--- src/rtl/pc_fetch_ctrl.sv ---
// pc_fetch_ctrl: architectural PC and instruction-fetch sequencer for the
// 16-bit WISC core. Issues one memory request at a time, presents each
// fetched word to decode, exports PC+2 for the branch-target adder and
// accepts redirects from that adder.
//
//  state | meaning
//  ------+------------------------------------------------------------
//  IDLE  | out of reset; start the first fetch next cycle
//  REQ   | imem_req high at imem_addr, waiting for imem_ack
//  HOLD  | instruction presented to decode, waiting for instr_ready
//  DRAIN | redirected mid-request; wait for the stale ack and drop it
//  HALT  | HALT opcode presented; fetch stopped until redirect or rst
module pc_fetch_ctrl #(
    parameter logic [15:0] RESET_PC = 16'h0000,
    parameter logic [3:0]  HALT_OP  = 4'hF
) (
    input  logic        clk,
    input  logic        rst,
    output logic        imem_req,
    output logic [15:0] imem_addr,
    input  logic        imem_ack,
    input  logic [15:0] imem_rdata,
    output logic [15:0] instr,
    output logic [15:0] instr_pc,
    output logic [15:0] pc_plus2,
    output logic        instr_valid,
    input  logic        instr_ready,
    input  logic        redirect,
    input  logic [15:0] redirect_target,
    output logic        halted
);

    typedef enum logic [2:0] {
        S_IDLE,
        S_REQ,
        S_HOLD,
        S_DRAIN,
        S_HALT
    } state_t;

    state_t      state;
    logic [15:0] pc;
    logic [15:0] redir_pc;

    // Instructions are halfword aligned, so the target LSB is dropped.
    assign redir_pc = redirect_target & 16'hFFFE;

    // Sequencer state, PC and all registered outputs.
    always_ff @(posedge clk) begin
        if (rst) begin
            state       <= S_IDLE;
            pc          <= RESET_PC;
            imem_req    <= 1'b0;
            imem_addr   <= RESET_PC;
            instr       <= 16'h0000;
            instr_pc    <= 16'h0000;
            pc_plus2    <= 16'h0000;
            instr_valid <= 1'b0;
            halted      <= 1'b0;
        end else if (redirect) begin
            pc          <= redir_pc;
            instr_valid <= 1'b0;
            halted      <= 1'b0;
            case (state)
                S_REQ: begin
                    if (imem_ack) begin
                        // Ack lands with the redirect: drop it, refetch now.
                        state     <= S_REQ;
                        imem_req  <= 1'b1;
                        imem_addr <= redir_pc;
                    end else begin
                        // Request already on the bus must complete unchanged.
                        state <= S_DRAIN;
                    end
                end
                S_DRAIN: begin
                    if (imem_ack) begin
                        state     <= S_REQ;
                        imem_addr <= redir_pc;
                    end
                end
                default: begin
                    state     <= S_REQ;
                    imem_req  <= 1'b1;
                    imem_addr <= redir_pc;
                end
            endcase
        end else begin
            case (state)
                S_IDLE: begin
                    state     <= S_REQ;
                    imem_req  <= 1'b1;
                    imem_addr <= pc;
                end
                S_REQ: begin
                    if (imem_ack) begin
                        instr       <= imem_rdata;
                        instr_pc    <= pc;
                        pc_plus2    <= pc + 16'd2;
                        instr_valid <= 1'b1;
                        imem_req    <= 1'b0;
                        if (imem_rdata[15:12] == HALT_OP) begin
                            halted <= 1'b1;
                            state  <= S_HALT;
                        end else begin
                            pc    <= pc + 16'd2;
                            state <= S_HOLD;
                        end
                    end
                end
                S_HOLD: begin
                    if (instr_valid && instr_ready) begin
                        instr_valid <= 1'b0;
                        state       <= S_REQ;
                        imem_req    <= 1'b1;
                        imem_addr   <= pc;
                    end
                end
                S_DRAIN: begin
                    // Stale data is discarded; request stays high for the new PC.
                    if (imem_ack) begin
                        state     <= S_REQ;
                        imem_addr <= pc;
                    end
                end
                S_HALT: begin
                    state <= S_HALT;
                end
                default: begin
                    state    <= S_IDLE;
                    imem_req <= 1'b0;
                end
            endcase
        end
    end

endmodule

--- config.mk ---
export PLATFORM = sky130hd
export DESIGN_NAME = pc_fetch_ctrl
export DESIGN_NICKNAME = d
export VERILOG_FILES = /design/src/rtl/pc_fetch_ctrl.sv
export SDC_FILE = /design/constraint.sdc
export NUM_CORES = 1
export LEC_CHECK = 0
export CORE_ASPECT_RATIO = 0.9
export CORE_MARGIN = 10
export CORE_UTILIZATION = 48
export CTS_CLUSTER_SIZE = 25
export DETAILED_ROUTE_END_ITERATION = 16
export HOLD_SLACK_MARGIN = 0.06
export PLACE_DENSITY = 0.81
export SYNTH_ARGS = -nofsm -noshare
export SYNTH_HDL_FRONTEND = slang
export SYNTH_SLANG_ARGS = --single-unit
--- constraint.sdc ---
create_clock -name clk -period 2.3 [get_ports clk]
set_input_delay 0.23 -clock clk [delete_from_list [all_inputs] [get_ports clk]]
set_output_delay 0.23 -clock clk [all_outputs]
set_load 0.005 [all_outputs]
Word level (Yosys, flattened, before mapping)
Index checks and enable logic that the tools add are counted.
{ "word_totals": {"wordCells": 70, "output_inout_bits": 67, "inputBits": 37, "regBits": 86} }
{ "op_classes": {"n_reduce_logical": 17, "n_bitwise": 2, "add_sub_neg": 1, "n_eq_ne": 14, "n_mux": 26} }
{ "ops": {"columns": ["op", "count"], "rows": [
  ["$mux W16", 9],
  ["$pmux W16 S3", 1],
  ["$add A16 B2 Y16 const B", 1],
  ["$mux W3", 5],
  ["$pmux W3 S5", 1],
  ["$reduce_and A3 Y1", 5],
  ["$ne A3 B3 Y1 const B", 4],
  ["$ne A2 B2 Y1 const B", 4],
  ["$reduce_and A4 Y1", 2],
  ["$eq A3 B2 Y1 const B", 2],
  ["$pmux W3 S2", 1],
  ["$reduce_bool A2 Y1", 3],
  ["$reduce_or A2 Y1", 3],
  ["$mux W1", 5],
  ["$eq A4 B4 Y1 const B", 1],
  ["$pmux W1 S2", 2],
  ["$pmux W1 S4", 1],
  ["$reduce_bool A4 Y1", 1],
  ["$eq A3 B1 Y1 const B", 1],
  ["$eq A3 B3 Y1 const B", 1],
  ["$logic_not A3 Y1", 1],
  ["$mux W2", 1],
  ["$ne A2 B1 Y1 const B", 1],
  ["$not A1 Y1", 2],
  ["2 further kinds", 2]
]} }

Logic depth before layout (Yosys ltp)
Gate-level depths: netlist of the first run.
{ "depth": {"ltp_word": 5, "ltp_mapped": 7, "mapped_depth_nobuf": 5} }

Worst setup path before layout of the first run
Ideal clock, no wire load.
{ "synth_timing": {"path_type": "reg2reg", "start": "reg pc[10]", "end": "reg pc[14]", "arrival_time_ns": 1.675, "setup_slack_ns": 0.534, "setup_time_ns": 0.091, "required_ns": 2.209, "path_buffers": 1, "path_stages_with_launch": 6, "synth_period_minus_slack_ns": 1.766, "cell_sequence": "dfxtp_1 buf_2 nand4_2 or4_4 or3_1 a311oi_1"} }
{ "synth_via": {"elab_chain_cells": 5} }
{ "synth_rtl": {"columns": ["item", "line_no", "rtl"], "rows": [
  ["start, declared", "42", "logic [15:0] pc;"],
  ["start signal, assigned", "61", "pc <= redir_pc;"],
  ["start signal, assigned", "106", "pc <= pc + 16'd2;"],
  ["$add A16 B2 Y16", "106", null],
  ["$mux W16", "102", "if (imem_rdata[15:12] == HALT_OP) begin"],
  ["$mux W16", "96", "if (imem_ack) begin"],
  ["$mux W16", "89", "case (state)"],
  ["$mux W16", "60", "end else if (redirect) begin"]
]} }
Every way passes these cells. The select of a mux whose other input is x is not followed.
A chain may end at the register's enable or synchronous reset.

Worst setup path after layout of the first run
{ "layout_timing": {"start": "reg pc[8]", "end": "reg pc[14]"} }
The elaborated chain is that of the path after synthesis.

==> qor.txt, run 1 <==
Setup Skew: 0.005850 ns
sw frac: 0.2631
placed insts: 606
Post-synth ARST share: 0
fin crit period: 2.042 ns
DRT iter0 DRCs: 181
GR Overflow Total: 0
antenna viol nets, final: 0
largest net degree at the start of global routing: 46
Adder-Cell Fraction of Synth Area: 0.003449
Post-CTS Repair Setup Buffers: 0
Primary FF master, synth: dfxtp_1
largest family of logic cells by synthesized area: simple AND/OR/NAND/NOR gates
first-pass iteration count of the detailed router: 4
DP HPWL: 7645 µm
slew at the pin with the worst max-slew slack: 0.8159 ns
initial cell density of the core: 0.5049
Rows: 29
leakage: 0.001715 µW
Routability Congestion: 0.8910
Clk network pwr share: 0.313
ant diodes: 0
P_sw: 789.3 µW
Die X: 111.6 µm
die area: 11440 µm²
clock sinks: 82
Clock Latency Late Sink: 0.35 ns
WP data arrival: 2.30 ns
Power Dens Cells: 614.7 nW/µm²
Die H: 102.5 µm
layout cell share with drive strength beyond 1: 0.07955
Synth area leader: dfxtp_1
top cell type's share of synthesized area: 0.4526
CTS tree: done
GRT Overall Usage: 0.1726
number of enable flip-flop cells after synthesis: 0
final hold slack: 0.4193 ns
Slew Limit Fails: 0
Area contributors post-synth: dfxtp_1 (45%), nand2_1 (7.9%), a21oi_1 (6.2%)
Worst Hold End: instr[2]
initial antenna violation count: 0
Hold Startpoint: imem_rdata[2]
Seq pwr share: 0.521
# DRC: 0
FF-to-FF Start: pc[8]
vias in the first global route: 3438
CP max FO: 10
R2R setup slack: 0.26 ns
Setup crit end kind: flip-flop
Yosys cell types: 44
Mapped Area: 3627 µm²
post-synthesis simple-gate area fraction: 0.2163
vias per cell: 5.488
power share of the combinational group: 0.167
sequential area share after synthesis: 0.4526
Core ar.: 7184 µm²
CTS Buffer Depth: 2
H-tree lvl count: 3
Ports: 104
Crit Path Category: reg2reg
worst setup path start: pc[8]
accumulated negative setup slack: 0 ns
XOR/XNOR Fraction of Synth Area: 0.03380
status: finished clean
max-cap violations: 0
Yosys reg bits: 82
multiplexer area fraction after synthesis: 0.03863
cell depth of the worst hold path: 3
Area Growth Syn to Fin: 34.56%
Hold Crit Class: in2reg
count of final hold-check violations: 0
Post-Route WL: 10180 µm
input/output buffers: 99
Finished Core Util: 0.6794
syn avg cell area: 8.396 µm²
first-pass GRT wire length: 16480 µm
startpoint types: flip-flop
post-cts resize count: 0
unrepaired setup endpoints after global routing: no
final net count: 562
Rel. slew slack: 0.4561
Mapped Cells: 432
worst r2r dst: pc[14]
VDD IR-drop max: 0.3656 mV
number of cells on the worst reg-to-reg path: 4
DR vias: 3408
period utilisation layout: 0.8877
Clock transition at path regs: 0.08 ns
Finished Layout Cells: 621
CTS Buf Count: 9
# setup viols final: 0
CP required: 2.56 ns
Setup WS pre-CTS: 0.1661 ns
routed wire length per instance: 16.39 µm
yosys synthesis warning count: 0
CTS Hold Bufs: 0
post-synthesis compound-gate area fraction: 0.1877
slack of the critical path: 0.2584 ns
Fillers: 581
Int Pwr: 2211 µW
Fmax: 0.4898 GHz
Root Buffer: clkbuf_8
[through the flow]
stage,cell area [µm²],power (µW)
after CTS,4881,3022
after floorplan,3635,1839
final,4881,3000
after global placement,4710,2081
after global routing,4881,3139
after detailed placement,4710,2096
[kinds of logic (layout without fill, tap and decap cells)]
| kind of cell | Yosys count | count (layout) |
|---|---|---|
| DFF | 82 | 82 |
| muxes | 14 | 14 |
| buffers and inverters | 45 | 139 |
| and+or+nand+nor | 169 | 169 |
| adders and majority gates | 1 | 1 |
| other | 1 | 3 |
| xor gates and xnor gates | 14 | 14 |
| AOI/OAI and AO/OA | 106 | 106 |
[final cells by class]
| class | count | area, µm² | area share |
|---|---|---|---|
| clock buffers | 13 | 158.9 | 0.03256 |
| repair buffers | 119 | 1174 | 0.2405 |
| clock inverters | 2 | 12.51 | 0.002563 |
| flip-flops and latches | 82 | 1642 | 0.3363 |
| well taps | 93 | 116.4 | 0.02384 |
| inverters | 5 | 18.77 | 0.003845 |
| multi-input cells | 307 | 1759 | 0.3604 |
[cells in the final DEF (no fill, tap or decap), drive strengths merged, types with 2 or more instances in the layout]
cell,count
nor2,46
nand2,76
o21bai,2
or4,2
nand4,5
nor3,10
clkbuf,13
dfxtp,82
o22ai,3
buf,21
inv,4
nor2b,3
a221oi,3
o21a,4
a21oi,45
or3,4
a311oi,8
xor2,7
mux2i,14
nor4,3
and3,2
a211oi,29
clkinv,2
nor4b,2
clkdlybuf4s50,98
nand3,7
a22oi,5
xnor2,7
and4,3
conb,3
nand2b,4
o21ai,5
[metal layers]
metal | vias to the layer above | part of all wire | track usage
met3 | 11 | 0.097 | 0.08260
met4 | 0 | 0.0074 | 0.03751
met2 | 118 | 0.48 | 0.2990
li1 | 1693 | - | -
met1 | 1586 | 0.42 | 0.1895
met5 | - | 0 | 0
[synthesized netlist by cell type (2+ instances only)]
| library cell | number |
|---|---|
| a211oi_1 | 29 |
| a21oi_1 | 45 |
| a221oi_1 | 3 |
| a22oi_1 | 5 |
| a311oi_1 | 8 |
| and3_1 | 2 |
| and4_1 | 3 |
| buf_1 | 6 |
| buf_2 | 3 |
| buf_4 | 6 |
| buf_6 | 5 |
| clkbuf_1 | 19 |
| dfxtp_1 | 82 |
| inv_1 | 4 |
| mux2i_1 | 14 |
| nand2_1 | 76 |
| nand2b_1 | 4 |
| nand3_1 | 7 |
| nand4_1 | 3 |
| nor2_1 | 46 |
| nor2b_1 | 3 |
| nor3_1 | 10 |
| nor4_1 | 3 |
| nor4b_1 | 2 |
| o21a_1 | 4 |
| o21ai_0 | 5 |
| o21bai_1 | 2 |
| o22ai_1 | 3 |
| or3_1 | 3 |
| xnor2_1 | 7 |
| xor2_1 | 7 |
[worst max-delay path: stages (launching register included)]
cell	delay, ns
dfxtp_1	0.54
nand4_4	0.22
or4_4	0.55
or3_1	0.37
a311oi_1	0.27
[worst max path at each step]
stage                  end  cells past startpoint
2_1_floorplan       pc[14]                      5
3_3_place_gp   pc_plus2[9]                      6
3_5_place_dp   pc_plus2[5]                      6
4_1_cts             pc[14]                      4
5_1_grt             pc[14]                      4
6_report            pc[14]                      4
[registers in the layout, indices dropped and copies added (netlist names)]
signal / cells
halted: 1
imem_req: 1
pc_plus2: 15
instr_valid: 1
instr: 16
state: 3
imem_addr: 15
instr_pc: 15
pc: 15
[power groups by stage]
stage	Sequential (µW)	Clock [µW]	Combinational, µW
finish	1560	938	501
global route	1570	1020	549
CTS	1560	957	504
detailed placement	1590	0	502
global placement	1590	0	491
floorplan	1580	0	259
Power figures use the tool's default switching activity.
==> inputs of run 2 (changes only) <==
--- a/config.mk
+++ b/config.mk
@@ -7,11 +7,11 @@
 export LEC_CHECK = 0
 export CORE_ASPECT_RATIO = 0.9
 export CORE_MARGIN = 10
-export CORE_UTILIZATION = 48
+export CORE_UTILIZATION = 43
 export CTS_CLUSTER_SIZE = 25
 export DETAILED_ROUTE_END_ITERATION = 16
 export HOLD_SLACK_MARGIN = 0.06
-export PLACE_DENSITY = 0.81
+export PLACE_DENSITY = 0.76
 export SYNTH_ARGS = -nofsm -noshare
 export SYNTH_HDL_FRONTEND = slang
 export SYNTH_SLANG_ARGS = --single-unit
==> constraint.sdc (replaced) <==
create_clock -name clk -period 1.66 [get_ports clk]
set_input_delay 0.166 -clock clk [delete_from_list [all_inputs] [get_ports clk]]
set_output_delay 0.166 -clock clk [all_outputs]
set_load 0.005 [all_outputs]
==> qor.txt, run 2 (same netlist as run 1, synthesis figures left out) <==
status: complete, but fails checks
failing checks: negative setup slack
Rows: 31
CTS Buffer Depth: 2
R2R setup slack: -0.03 ns
Crit Path Category: reg2reg
Routability Congestion: 0.9213
Slew Limit Fails: 0
DRT iter0 DRCs: 170
Setup crit end kind: flip-flop
slack of the critical path: -0.03483 ns
Die X: 116.8 µm
Finished Core Util: 0.6673
met1 Resource Use GR: 0.1893
layout cell share with drive strength beyond 1: 0.2062
input/output buffers: 99
CP max FO: 4
DP HPWL: 8303 µm
GR Overflow Total: 0
period utilisation layout: 1.021
DR vias: 3640
grt met2 use: 0.2931
most frequent cells in the layout: clkdlybuf4s50_1 (98), nand2_1 (76), dfxtp_1 (67)
Root Buffer: clkbuf_8
leakage: 0.001999 µW
H-tree lvl count: 3
first-pass GRT wire length: 17360 µm
Fillers: 689
design area: 5435 µm²
Area Growth Syn to Fin: 49.84%
Ports: 104
CTS tree: done
die area: 12510 µm²
critical path endpoint: pc[14]
first-pass iteration count of the detailed router: 5
clock sinks: 82
GRT Overall Usage: 0.1704
max-cap violations: 0
count of final hold-check violations: 0
ant diodes: 0
CTS Hold Bufs: 0
vias in the first global route: 3666
WP data arrival: 1.96 ns
Power Dens Cells: 844.6 nW/µm²
largest net degree at the start of global routing: 34
vias per cell: 5.385
accumulated negative setup slack: -0.05581 ns
startpoint types: flip-flop
final net count: 610
Fmax: 0.5900 GHz
initial antenna violation count: 0
fin crit period: 1.695 ns
antenna viol nets, final: 0
initial cell density of the core: 0.4453
Core ar.: 8145 µm²
CTS Buf Count: 9
placed insts: 654
# setup viols final: 4
unrepaired setup endpoints after global routing: yes
Setup Skew: 0.009299 ns
worst setup path start: pc[3]
most common cell after layout, fill and taps aside: clkdlybuf4s50_1
Reg with most FFs: instr
number of cells on the worst reg-to-reg path: 4
Hold Crit Class: in2reg
Post-Route WL: 11090 µm
Clock Latency Late Sink: 0.36 ns
Largest register FFs: 16
Tot Pwr: 4591 µW
routed wire length per instance: 16.41 µm
worst r2r dst: pc[14]
cell depth of the worst hold path: 2
Finished Layout Cells: 676
# DRC: 0
VDD IR-drop max: 0.5380 mV
Clock transition at path regs: 0.08 ns
FF-to-FF Start: pc[3]
Die H: 107.1 µm
met3 Use GR: 0.06912
CP required: 1.92 ns
GRT busiest layer: met2
placed cell area: 5057 µm²
==> run 2: cell count changes in the layout (fill, tap and decap cells not counted), sizes merged <==
| cell | before | now |
|---|---|---|
| inv | 4 | 5 |
| clkinv | 2 | 3 |
| buf | 21 | 68 |
| clkbuf | 13 | 11 |
| bufinv | 0 | 2 |
==> run 2: area by class of cell <==
type / instances / area (µm²) / area share
clock buffer: 10 / 127.6 / 0.02348
inverter: 5 / 18.77 / 0.003453
clock inverter: 6 / 90.09 / 0.01657
tap: 99 / 123.9 / 0.02279
sequential: 82 / 1660 / 0.3055
timing repair buffer: 167 / 1563 / 0.2875
multi-input combinational: 307 / 1852 / 0.3407
==> run 2: power by group <==
group | switching [µW] | internal (µW) | total (µW)
logic | 376 | 464 | 840
registers | 74.9 | 2080 | 2150
clock network | 743 | 853 | 1600
==> run 2: worst min-delay path by stage <==
stage                  start           end  slack [ns]
4_1_cts                  rst         pc[9]        0.12
3_5_place_dp    instr_pc[15]  instr_pc[15]        0.45
2_1_floorplan  imem_rdata[0]      instr[0]        0.30
3_3_place_gp        instr[4]      instr[4]        0.44
5_1_grt                  rst         pc[9]        0.14
6_report                 rst         pc[9]        0.15
==> run 2: what timing repair did <==
| item | CTS | global route |
|---|---|---|
| setup buffers | 1 | 3 |
| endpoints found under the setup margin | 5 | 53 |
| pin swaps | 1 | 8 |
| gates resized for setup | 11 | 19 |
| cloned | 0 | 2 |
==> run 2: critical path, stage by stage, from the launching register on <==
cell and delay (ns):
dfxtp_2 0.37, nand4_1 0.20, or4_4 0.48, or3_4 0.34, a311oi_2 0.21
==> run 2: metrics by stage <==
step / setup slack (ns) / hold slack, ns
after global placement: -0.1311 / 0.4414
final: -0.03483 / 0.1468
after global routing: -0.07724 / 0.1426
after CTS: -0.01971 / 0.1201
after detailed placement: -0.2393 / 0.4467
after floorplan: 0.002921 / 0.3020
==> run 2: metal layers <==
| metal | wire length, µm | share of wire |
|---|---|---|
| met1 | 4552 | 0.41 |
| met2 | 5430 | 0.49 |
| met3 | 1021 | 0.092 |
| met4 | 89 | 0.0080 |
| met5 | 0 | 0 |
==> inputs of run 3 (changes only) <==
--- a/config.mk
+++ b/config.mk
@@ -7,11 +7,11 @@
 export LEC_CHECK = 0
 export CORE_ASPECT_RATIO = 0.9
 export CORE_MARGIN = 10
-export CORE_UTILIZATION = 43
+export CORE_UTILIZATION = 48
 export CTS_CLUSTER_SIZE = 25
 export DETAILED_ROUTE_END_ITERATION = 16
 export HOLD_SLACK_MARGIN = 0.06
-export PLACE_DENSITY = 0.76
+export PLACE_DENSITY = 0.81
 export SYNTH_ARGS = -nofsm -noshare
 export SYNTH_HDL_FRONTEND = slang
 export SYNTH_SLANG_ARGS = --single-unit
==> constraint.sdc (replaced) <==
create_clock -name clk -period 1.76 [get_ports clk]
set_input_delay 0.176 -clock clk [delete_from_list [all_inputs] [get_ports clk]]
set_output_delay 0.176 -clock clk [all_outputs]
set_load 0.005 [all_outputs]
==> qor.txt, run 3 (same netlist as run 1, synthesis figures left out) <==
antenna viol nets, final: 0
CTS Hold Bufs: 0
Power Dens Cells: 845.9 nW/µm²
period utilisation layout: 0.9547
Worst Hold End: pc[9]
met3 wire length: 1038 µm
Reg with most FFs: instr
most frequent cells in the layout: clkdlybuf4s50_1 (98), dfxtp_1 (80), nand2_1 (76)
startpoint types: flip-flop
GR Overflow Total: 0
Core ar.: 7184 µm²
layout cell share with drive strength beyond 1: 0.1411
worst r2r dst: pc[14]
Slew Limit Fails: 0
most common cell after layout, fill and taps aside: clkdlybuf4s50_1
DRT iter0 DRCs: 290
number of cells on the worst reg-to-reg path: 4
clock sinks: 82
CP required: 2.03 ns
R2R setup slack: 0.08 ns
final net count: 593
WP data arrival: 1.95 ns
Clock transition at path regs: 0.08 ns
CTS Buf Count: 9
FF-to-FF Start: pc[10]
routed wire length per instance: 16.41 µm
cell depth of the worst hold path: 3
leakage: 0.001906 µW
die area: 11440 µm²
first-pass GRT wire length: 17350 µm
first-pass iteration count of the detailed router: 4
largest net degree at the start of global routing: 85
GRT Overall Usage: 0.1813
ant diodes: 0
vias in the first global route: 3601
max-cap violations: 0
count of final hold-check violations: 0
Max Used Layer: met4
# DRC: 0
placed insts: 636
vias per cell: 5.501
Area Growth Syn to Fin: 43.77%
CTS tree: done
Largest register FFs: 16
Routability Congestion: 0.9098
Clk network pwr share: 0.375
initial antenna violation count: 0
power share of the combinational group: 0.166
Finished Layout Cells: 653
met1 WL: 4197 µm
DP HPWL: 7946 µm
Ports: 104
Setup Skew: 0.007169 ns
DR vias: 3592
H-tree lvl count: 3
Crit Path Category: reg2reg
initial cell density of the core: 0.5049
Int Pwr: 3338 µW
VDD IR-drop max: 0.5856 mV
Root Buffer: clkbuf_8
Setup crit end kind: flip-flop
Hold Startpoint: rst
Post-Route WL: 10720 µm
Seq pwr share: 0.459
CP max FO: 2
input/output buffers: 99
P_sw: 1073 µW
Tot Pwr: 4411 µW
CTS Buffer Depth: 2
# setup viols final: 0
sw frac: 0.2432
fin crit period: 1.680 ns
Die X: 111.6 µm
Hold Crit Class: in2reg
status: finished clean
Die H: 102.5 µm
met2 routed WL: 5332 µm
Rows: 29
Fmax: 0.5952 GHz
Clock Latency Late Sink: 0.35 ns
-- run 3: changes by cell type in the layout (fill, tap and decap cells not counted), sizes merged --
cell,previous run,this run
inv,5,4
clkinv,3,2
buf,68,52
clkbuf,11,12
bufinv,2,3
clkinvlp,1,0
-- run 3: what timing repair did --
item,4_1_cts,5_1_grt
setup endpoints to repair,1,6
buffers inserted,0,1
pin swaps,0,1
resized for setup,1,4
-- run 3: final cells by class --
type	instances	area [µm²]
clock buffer	12	145.1
clock inverter	4	98.84
fill	557	1969
inverter	5	18.77
multi-input combinational	307	1773
sequential	82	1644
tap	93	116.4
timing repair buffer	150	1419
-- run 3: power by group through the flow --
stage	Combinational [µW]	Clock, µW	Sequential (µW)
6_report	733	1660	2020
5_1_grt	799	1770	2040
4_1_cts	736	1680	2020
3_5_place_dp	730	0	2060
3_3_place_gp	712	0	2060
2_1_floorplan	339	0	2070
-- run 3: worst max-delay path by stage --
stage              from       endpoint  cells after the start
4_1_cts           pc[1]   pc_plus2[15]                      7
6_report         pc[10]         pc[14]                      4
2_1_floorplan     pc[8]         pc[14]                      4
3_3_place_gp   redirect   imem_addr[4]                      7
3_5_place_dp   redirect  imem_addr[10]                      7
5_1_grt          pc[10]         pc[14]                      4
-- run 3: per-stage QoR --
stage / worst slack, ns / util / hold WS (ns) / instance area [µm²] / TNS (ns)
2_1_floorplan: 0.01725 / - / 0.3120 / 3637 / 0
3_3_place_gp: -0.06919 / 0.6886 / 0.4416 / 4947 / -0.9524
3_5_place_dp: -0.1497 / 0.6886 / 0.4486 / 4947 / -2.734
4_1_cts: 0.05098 / 0.7227 / 0.3313 / 5192 / 0
5_1_grt: -0.005355 / 0.7259 / 0.3330 / 5215 / -0.005355
6_report: 0.07981 / 0.7259 / 0.3384 / 5215 / 0
-- run 3: routing by layer --
metal / vias up / GRT usage
met5: - / 0
met4: 0 / 0.04442
met3: 15 / 0.07909
met2: 127 / 0.3227
met1: 1700 / 0.1953
li1: 1750 / -
-- run 3: worst max-delay path, cell delays in order, from the launching register on --
cell and delay (ns):
dfxtp_1 0.38, nand4_2 0.12, or4_4 0.52, or3_1 0.35
a311oi_1 0.23
